## src/rtl/c16_mdu_if.sv

```systemverilog
// Request/result bundle for the c16_mdu iterative multiply/divide unit.
// The requester holds the master side; the unit holds the slave side.
interface c16_mdu_if #(
    parameter int WIDTH = 16
);
    logic             start;
    logic [1:0]       op;
    logic [WIDTH-1:0] a;
    logic [WIDTH-1:0] b;
    logic             busy;
    logic             done;
    logic [WIDTH-1:0] lo;
    logic [WIDTH-1:0] hi;
    logic             dz;

    modport master (output start, op, a, b, input busy, done, lo, hi, dz);
    modport slave  (input start, op, a, b, output busy, done, lo, hi, dz);
endinterface

```

## src/rtl/c16_mdu.sv

```systemverilog
// Iterative multiply/divide unit: one result bit per cycle, fixed WIDTH+2 cycle latency.
// state | meaning
// IDLE  | waiting for start
// CALC  | WIDTH shift-add (mul) or restoring shift-subtract (div) iterations
// FIX   | apply result signs, handle divide-by-zero, load lo/hi/dz
// DONE  | done pulse; a new start is accepted here as in IDLE
module c16_mdu #(
    parameter int WIDTH = 16,
    parameter int CNT_W = 5
) (
    input logic         clk,
    input logic         resetn,
    c16_mdu_if.slave    bus
);
    typedef enum logic [1:0] {IDLE, CALC, FIX, DONE} state_t;

    state_t             state, state_nxt;
    logic [1:0]         op_r;
    logic               neg_a, neg_b;
    logic [WIDTH-1:0]   a_r, opd;
    logic [2*WIDTH-1:0] acc, calc_nxt;
    logic [CNT_W-1:0]   cnt;
    logic [WIDTH-1:0]   lo_r, hi_r;
    logic               dz_r;
    logic               busy, done, accept, last_iter;
    logic [WIDTH-1:0]   mag_a, mag_b;
    logic [WIDTH:0]     mul_sum, div_trial;
    logic [2*WIDTH-1:0] prod;
    logic [WIDTH-1:0]   res_lo, res_hi;
    logic               res_dz;

    assign accept    = bus.start && (state == IDLE || state == DONE);
    assign last_iter = (cnt == CNT_W'(WIDTH - 1));
    assign mag_a     = (bus.op[0] && bus.a[WIDTH-1]) ? -bus.a : bus.a;
    assign mag_b     = (bus.op[0] && bus.b[WIDTH-1]) ? -bus.b : bus.b;

    assign bus.busy = busy;
    assign bus.done = done;
    assign bus.lo   = lo_r;
    assign bus.hi   = hi_r;
    assign bus.dz   = dz_r;

    always_ff @(posedge clk or negedge resetn) begin
        if (!resetn) state <= IDLE;
        else         state <= state_nxt;
    end

    always_comb begin
        state_nxt = state;
        busy      = 1'b0;
        done      = 1'b0;
        case (state)
            IDLE: if (accept) state_nxt = CALC;
            CALC: begin
                busy = 1'b1;
                if (last_iter) state_nxt = FIX;
            end
            FIX: begin
                busy      = 1'b1;
                state_nxt = DONE;
            end
            DONE: begin
                done      = 1'b1;
                state_nxt = accept ? CALC : IDLE;
            end
            default: state_nxt = IDLE;
        endcase
    end

    // Mul: acc = {partial product, remaining multiplier bits}, opd = multiplicand.
    // Div: acc = {partial remainder, dividend bits / quotient bits}, opd = divisor.
    always_comb begin
        mul_sum   = {1'b0, acc[2*WIDTH-1:WIDTH]} + {1'b0, (acc[0] ? opd : {WIDTH{1'b0}})};
        div_trial = acc[2*WIDTH-1:WIDTH-1] - {1'b0, opd};
        calc_nxt  = {mul_sum, acc[WIDTH-1:1]};
        if (op_r[1]) begin
            if (!div_trial[WIDTH]) calc_nxt = {div_trial[WIDTH-1:0], acc[WIDTH-2:0], 1'b1};
            else                   calc_nxt = {acc[2*WIDTH-2:0], 1'b0};
        end
    end

    // neg_a/neg_b are only set for signed ops, so no extra op gating here.
    always_comb begin
        prod   = (neg_a ^ neg_b) ? -acc : acc;
        res_lo = prod[WIDTH-1:0];
        res_hi = prod[2*WIDTH-1:WIDTH];
        res_dz = 1'b0;
        if (op_r[1]) begin
            if (opd == '0) begin
                res_lo = '1;
                res_hi = a_r;
                res_dz = 1'b1;
            end else begin
                res_lo = (neg_a ^ neg_b) ? -acc[WIDTH-1:0] : acc[WIDTH-1:0];
                res_hi = neg_a ? -acc[2*WIDTH-1:WIDTH] : acc[2*WIDTH-1:WIDTH];
            end
        end
    end

    always_ff @(posedge clk or negedge resetn) begin
        if (!resetn) begin
            op_r  <= '0;
            neg_a <= 1'b0;
            neg_b <= 1'b0;
            a_r   <= '0;
            opd   <= '0;
            acc   <= '0;
            cnt   <= '0;
            lo_r  <= '0;
            hi_r  <= '0;
            dz_r  <= 1'b0;
        end else begin
            if (accept) begin
                op_r  <= bus.op;
                neg_a <= bus.op[0] & bus.a[WIDTH-1];
                neg_b <= bus.op[0] & bus.b[WIDTH-1];
                a_r   <= bus.a;
                opd   <= bus.op[1] ? mag_b : mag_a;
                acc   <= {{WIDTH{1'b0}}, (bus.op[1] ? mag_a : mag_b)};
                cnt   <= '0;
            end else if (state == CALC) begin
                acc <= calc_nxt;
                cnt <= cnt + CNT_W'(1);
            end
            if (state == FIX) begin
                lo_r <= res_lo;
                hi_r <= res_hi;
                dz_r <= res_dz;
            end
        end
    end
endmodule

```

## src/flat_wrapper.sv

```systemverilog
// flat-port wrapper written by rule: the top's interface ports become plain ports
module c16_mdu_flat 
#(
    parameter int WIDTH = 16,
    parameter int CNT_W = 5
)
  (clk, resetn, bus_start, bus_op, bus_a, bus_b, bus_busy, bus_done, bus_lo, bus_hi, bus_dz);
  c16_mdu_if #(.WIDTH(WIDTH)) bus_i ();
  input logic clk;
  input logic resetn;
  input wire logic [$bits(bus_i.start)-1:0] bus_start;
  input wire logic [$bits(bus_i.op)-1:0] bus_op;
  input wire logic [$bits(bus_i.a)-1:0] bus_a;
  input wire logic [$bits(bus_i.b)-1:0] bus_b;
  output wire logic [$bits(bus_i.busy)-1:0] bus_busy;
  output wire logic [$bits(bus_i.done)-1:0] bus_done;
  output wire logic [$bits(bus_i.lo)-1:0] bus_lo;
  output wire logic [$bits(bus_i.hi)-1:0] bus_hi;
  output wire logic [$bits(bus_i.dz)-1:0] bus_dz;
  assign bus_i.start = bus_start;
  assign bus_i.op = bus_op;
  assign bus_i.a = bus_a;
  assign bus_i.b = bus_b;
  assign bus_busy = bus_i.busy;
  assign bus_done = bus_i.done;
  assign bus_lo = bus_i.lo;
  assign bus_hi = bus_i.hi;
  assign bus_dz = bus_i.dz;
  c16_mdu #(.WIDTH(WIDTH), .CNT_W(CNT_W)) u_core (.clk(clk), .resetn(resetn), .bus(bus_i));
endmodule
```

## config.mk

```make
export PLATFORM = sky130hd
export DESIGN_NAME = c16_mdu_flat
export DESIGN_NICKNAME = d
export VERILOG_FILES = /design/src/rtl/c16_mdu_if.sv /design/src/rtl/c16_mdu.sv /design/src/flat_wrapper.sv
export SDC_FILE = /design/constraint.sdc
export NUM_CORES = 1
export LEC_CHECK = 0
export ABC_CLOCK_PERIOD_IN_PS = 8000
export CORE_ASPECT_RATIO = 1.25
export CORE_MARGIN = 1
export CORE_UTILIZATION = 35
export CTS_CLUSTER_SIZE = 14
export DETAILED_ROUTE_END_ITERATION = 6
export PLACE_DENSITY = 0.58
export SLEW_MARGIN = 20
export SYNTH_ARGS = -nofsm -noshare
export SYNTH_HDL_FRONTEND = slang
export SYNTH_SLANG_ARGS = --single-unit
```

## constraint.sdc

```tcl
create_clock -name clk -period 8 [get_ports clk]
set_input_delay 0.8 -clock clk [delete_from_list [all_inputs] [get_ports clk]]
set_output_delay 0.8 -clock clk [all_outputs]
set_load 0.005 [all_outputs]
```

# [Word level (Yosys, flattened, before mapping)]
# Index checks and enable logic that the tools add are counted.
[op_classes] add_sub_neg=8 reduce_logical=9 bitwise_logic=3 muxes=26 n_eq_ne=6
[op_table] cell="$mux 16" count=11
[op_table] cell="$mux 32" count=5
[op_table] cell="$neg 16->16" count=4
[op_table] cell="$neg 32->32" count=1
[op_table] cell="$add 16x16->17" count=1
[op_table] cell="$sub 17x16->17" count=1
[op_table] cell="$logic_not 16->1" count=1
[op_table] cell="$mux 5" count=2
[op_table] cell="$pmux 2 s4" count=1
[op_table] cell="$add 5x1->5 const B" count=1
[op_table] cell="$eq 5x4->1 const B" count=1
[op_table] cell="$mux 1" count=5
[op_table] cell="$eq 2x2->1 const B" count=2
[op_table] cell="$mux 2" count=2
[op_table] cell="$ne 2x1->1 const B" count=2
[op_table] cell="$logic_and 1x1->1" count=3
[op_table] cell="$and 1x1->1" count=2
[op_table] cell="$eq 2x1->1 const B" count=1
[op_table] cell="$logic_not 2->1" count=1
[op_table] cell="$reduce_and 2->1" count=1
[op_table] cell="$reduce_bool 2->1" count=1
[op_table] cell="$reduce_or 2->1" count=1
[op_table] cell="$logic_or 1x1->1" count=1
[op_table] cell="$xor 1x1->1" count=1
[totals] wordCells=63 inputBits=37 ff_bits=108 out_inout_bits=35

# [Depth between registers and ports, before layout]
[depth] ltp_word=5 mapped_depth=12 depth_no_buf=12

# [Worst setup path before layout]
# Ideal clock, no wire load.
[synth_path] path_kind="register to register" start="register u_core.acc[17]" end="register u_core.acc[19]" arrival_ns=2.691 n_path_buf=1 setup_ns=0.126 stages_incl_launch_ff=11 required_time_ns=7.874 period_less_slack_ns=2.817 slack_ns=5.183 path_cell_list="dfrtp_1 -> ha_1 -> nor2b_1 -> o31ai_2 -> a211oi_1 -> or4_1 -> nand3_1 -> buf_4 -> mux2i_1 -> nor2_1 -> a221o_1"
[synth_between] elab_chain_len=5 word_cells_on_any_way=6 classes_between="add/sub (2); mux (4)"
[synth_lines] item="start: declaration" line_no="c16_mdu.sv:21" text="logic [2*WIDTH-1:0] acc, calc_nxt;"
[synth_lines] item="start signal: assignment" line_no="c16_mdu.sv:119" text="acc <= {{WIDTH{1'b0}}, (bus.op[1] ? mag_a : mag_b)};"
[synth_lines] item="start signal: assignment" line_no="c16_mdu.sv:122" text="acc <= calc_nxt;"
[synth_lines] item="$sub 17x16->17" line_no="c16_mdu.sv:74" text="div_trial = acc[2*WIDTH-1:WIDTH-1] - {1'b0, opd};"
[synth_lines] item="$mux 32" line_no="c16_mdu.sv:77" text="if (!div_trial[WIDTH]) calc_nxt = {div_trial[WIDTH-1:0], acc[WIDTH-2:0], 1'b1};"
[synth_lines] item="$mux 32 (*)" line_no="c16_mdu.sv:76" text="if (op_r[1]) begin"
[synth_lines] item="$mux 32 (*)" line_no="c16_mdu.sv:121" text="end else if (state == CALC) begin"
[synth_lines] item="$mux 32 (*)" line_no="c16_mdu.sv:113" text="if (accept) begin"
# Every way passes the cells marked *; elsewhere a longest branch is shown, timed or not. The select of a mux whose other input is x is not followed.
# A chain may end at the register's enable or synchronous reset.

# [Final worst setup path]
[layout_path] start="register u_core.acc[16]" end="register u_core.acc[19]"
# The elaborated chain is that of the path after synthesis.

==> metrics.cfg <==
[floorplanning]
die_w_um = 140
coreArea_um2 = 23200
die_h_um = 175
num_rows = 62
top_level_ports = 72
fp.dieArea_um2 = 24500
initial_utilization_pct = 36.1

[final_layout]
ff_latch_area_um2 = 2680
drive_above_1_share_pct = 4.75
multi_input_comb_area_um2 = 5240
fin_nets = 1172
final_common_cell = nand2_1
layout.cells.most_common_list = 150 x nand2_1, 110 x o21ai_0, 108 x nor2_1
fillCellCount = 2377
fin_cells = 1382
area_growth_pct = 14.0
diodes = 0

[setup_path]
crit_slowest_cell = dfrtp_1
worstPathArrival_ps = 3740
endpoint = u_core.acc[19]
crit_fanout = 16
worstReg2RegStart = u_core.acc[16]
cp-startpoint = u_core.acc[16]
crit_required_ps = 8250
crit_path_start_kind = register
cp-end-kind = register
path_class = register to register
rr_endpoint = u_core.acc[19]
regToRegSetupSlack_ps = 4500
slowest_delay_ps = 610
rr_worst_depth = 11
cp_cell_sequence = inv_1, fa_1, nor2b_1, o31ai_2, a211oi_1, o2111ai_1, nand3_1, buf_4, mux2i_1, nor2_1, a221o_1

[timing]
worst_pin_slew_ps = 970
hold_viol = 0
fin_setup_tns_ps = 0
clock_skew_ps = 13.7
slew_headroom_pct = 35.4
slew_violations = 0
period_share_pct = 43.7
finalSetupViolations = 0
max_freq_mhz = 286
layout_min_cycle_time_ps = 3500
rsz0062_at_grt = no

[place]
gp_congestion = 0.903
place_hpwl_mm = 19.0
port_buffers = 71
dp.cells = 1367

[pwr]
power_switching_mw = 1.79
power_frac_comb_pct = 60.4
p_clk_share_pct = 11.6
p_leak_nw = 4.12
p_int_mw = 1.97
swShare_pct = 47.6
ir_drop_v = 0.000288
power_density_nw_per_um2 = 394
p_seq_share_pct = 28.1

[clock_tree]
cts-buffers-inserted = 9
root_buffer = clkbuf_16
cts_buffer_depth = 2
cts_tree = done
h-tree-depth = 3
holdBufCountCts = 0
insertion_delay_ps = 360
cts.reportedPaths.clkPinSlew_ps = 80
post-cts-setup-buffers = 0
cts_resized = 0
cts.sinks = 107

[global_route]
grt_pass1_wl_mm = 40.5
grt-ovfl-total = 0
grt_max_degree = 68
grt_pass1_vias = 7404
grt.total_usage_pct = 21.3
antenna_found_initial = 0

[synth]
synth_edf_count = 0
synth.distinct_cells = 65
synth_nets = 1145
synth.avg_cell_area_um2 = 7.87
synth_seq_area_share_pct = 32.0
ys_seq_elements = 107
async_flop_share_pct = 100
yosys_warnings = 0
synthFlopType = dfrtp_1
netlist_area_um2 = 8360
synth_cells = 1063

[routing]
route.detailed.drc = 0
first_iter_violations = 518
first_pass_iters = 5
wl_mm = 25.3
final_antenna_net_count = 0
vias = 7590
wl_per_cell_um = 18.3
avgViaCountPerCell = 5.49

[run_status]
outcome = completed

[hold_path]
hp-class = register to register
holdCritStartpoint = u_core.a_r[2]

[job]
maxCapViolCount = 0

per-stage QoR:
step	instance area, µm²	worst slack [ps]	total power [mW]	util (%)	hold slack, ps
detailed placement	9260	4550	3.33	39.9	463
floorplan	8360	5180	2.62	-	440
finish	9530	4500	3.76	41.1	481
global placement	9260	4570	3.31	39.9	463
global route	9530	4160	4.10	41.1	492
CTS	9530	4550	3.78	41.1	482
cells in the mapped netlist, drive strengths merged (7+ instances only):
master / instances / share of area (%)
clkbuf: 45 / 2.0
a211oi: 7 / 0.63
ha: 43 / 6.4
o21a: 8 / 0.72
o31ai: 8 / 0.78
nor2: 109 / 4.9
nor4: 10 / 0.82
mux2: 7 / 0.94
a31oi: 36 / 2.7
mux2i: 31 / 3.7
a21oi: 70 / 4.2
xor2: 42 / 4.4
a21o: 7 / 0.63
nor3: 19 / 1.2
dfrtp: 107 / 32
nand3: 7 / 0.42
buf: 19 / 1.1
o211ai: 33 / 3.0
inv: 54 / 2.4
nand2b: 9 / 0.67
nand2: 150 / 6.7
xnor2: 51 / 5.3
o21ai: 113 / 6.8
logic make-up after synthesis:
logic type	after synthesis	share of synthesized area, %
compound gates	314	22.8
xor+xnor	93	9.74
fa+ha+maj	45	6.91
simple gates	347	18.3
mux	38	4.65
buf+inv	119	5.55
flops	107	32.0
final cells by class:
type | instances | share of cell area (%)
multi-input cells | 837 | 55.0
flip-flops and latches | 107 | 28.1
repair buffers | 80 | 8.09
well taps | 288 | 3.78
clock buffers | 10 | 2.40
inverters | 55 | 2.17
clock inverters | 5 | 0.459
sequential cells by signal (all words and copies together), names as in the netlist:
signal / flops
u_core.opd: 16
u_core.acc: 32
u_core.bus.hi: 16
u_core.op_r: 1
u_core.bus.dz: 1
u_core.a_r: 16
u_core.cnt: 5
u_core.neg_a: 1
u_core.bus.lo: 16
u_core.neg_b: 1
u_core.state: 2
power by group through the flow:
stage / Sequential [mW] / Clock, mW / Combinational, mW
floorplan: 0.949 / 0 / 1.67
global placement: 1.06 / 0 / 2.25
detailed placement: 1.07 / 0 / 2.26
CTS: 1.05 / 0.446 / 2.27
global route: 1.09 / 0.466 / 2.55
finish: 1.06 / 0.434 / 2.27
worst min path at each step:
stage	endpoint	slack [ps]	depth (start not counted)
after floorplan	u_core.a_r[10]	440	2
after global placement	u_core.a_r[2]	460	2
after detailed placement	u_core.a_r[14]	460	2
after CTS	u_core.a_r[14]	480	2
after global routing	u_core.a_r[12]	490	2
final	u_core.a_r[2]	480	2
worst max-delay path: cells and delay by family, from the launching register on:
family                     cells  cell delay, ps
AOI/OAI and AO/OA              4            1010
and+or+nand+nor                3             510
muxes                          1             210
adders and majority gates      1             490
buffers and inverters          2             520
DFF                            1             610
per-layer routing:
metal	vias up	GRT usage [%]	share of wire [%]
met5	-	0	0
met4	0	8.75	2.8
met1	3591	27.5	45
li1	3778	-	-
met2	184	36.5	48
met3	37	1.95	3.5
(Power assumes the default switching activity.)
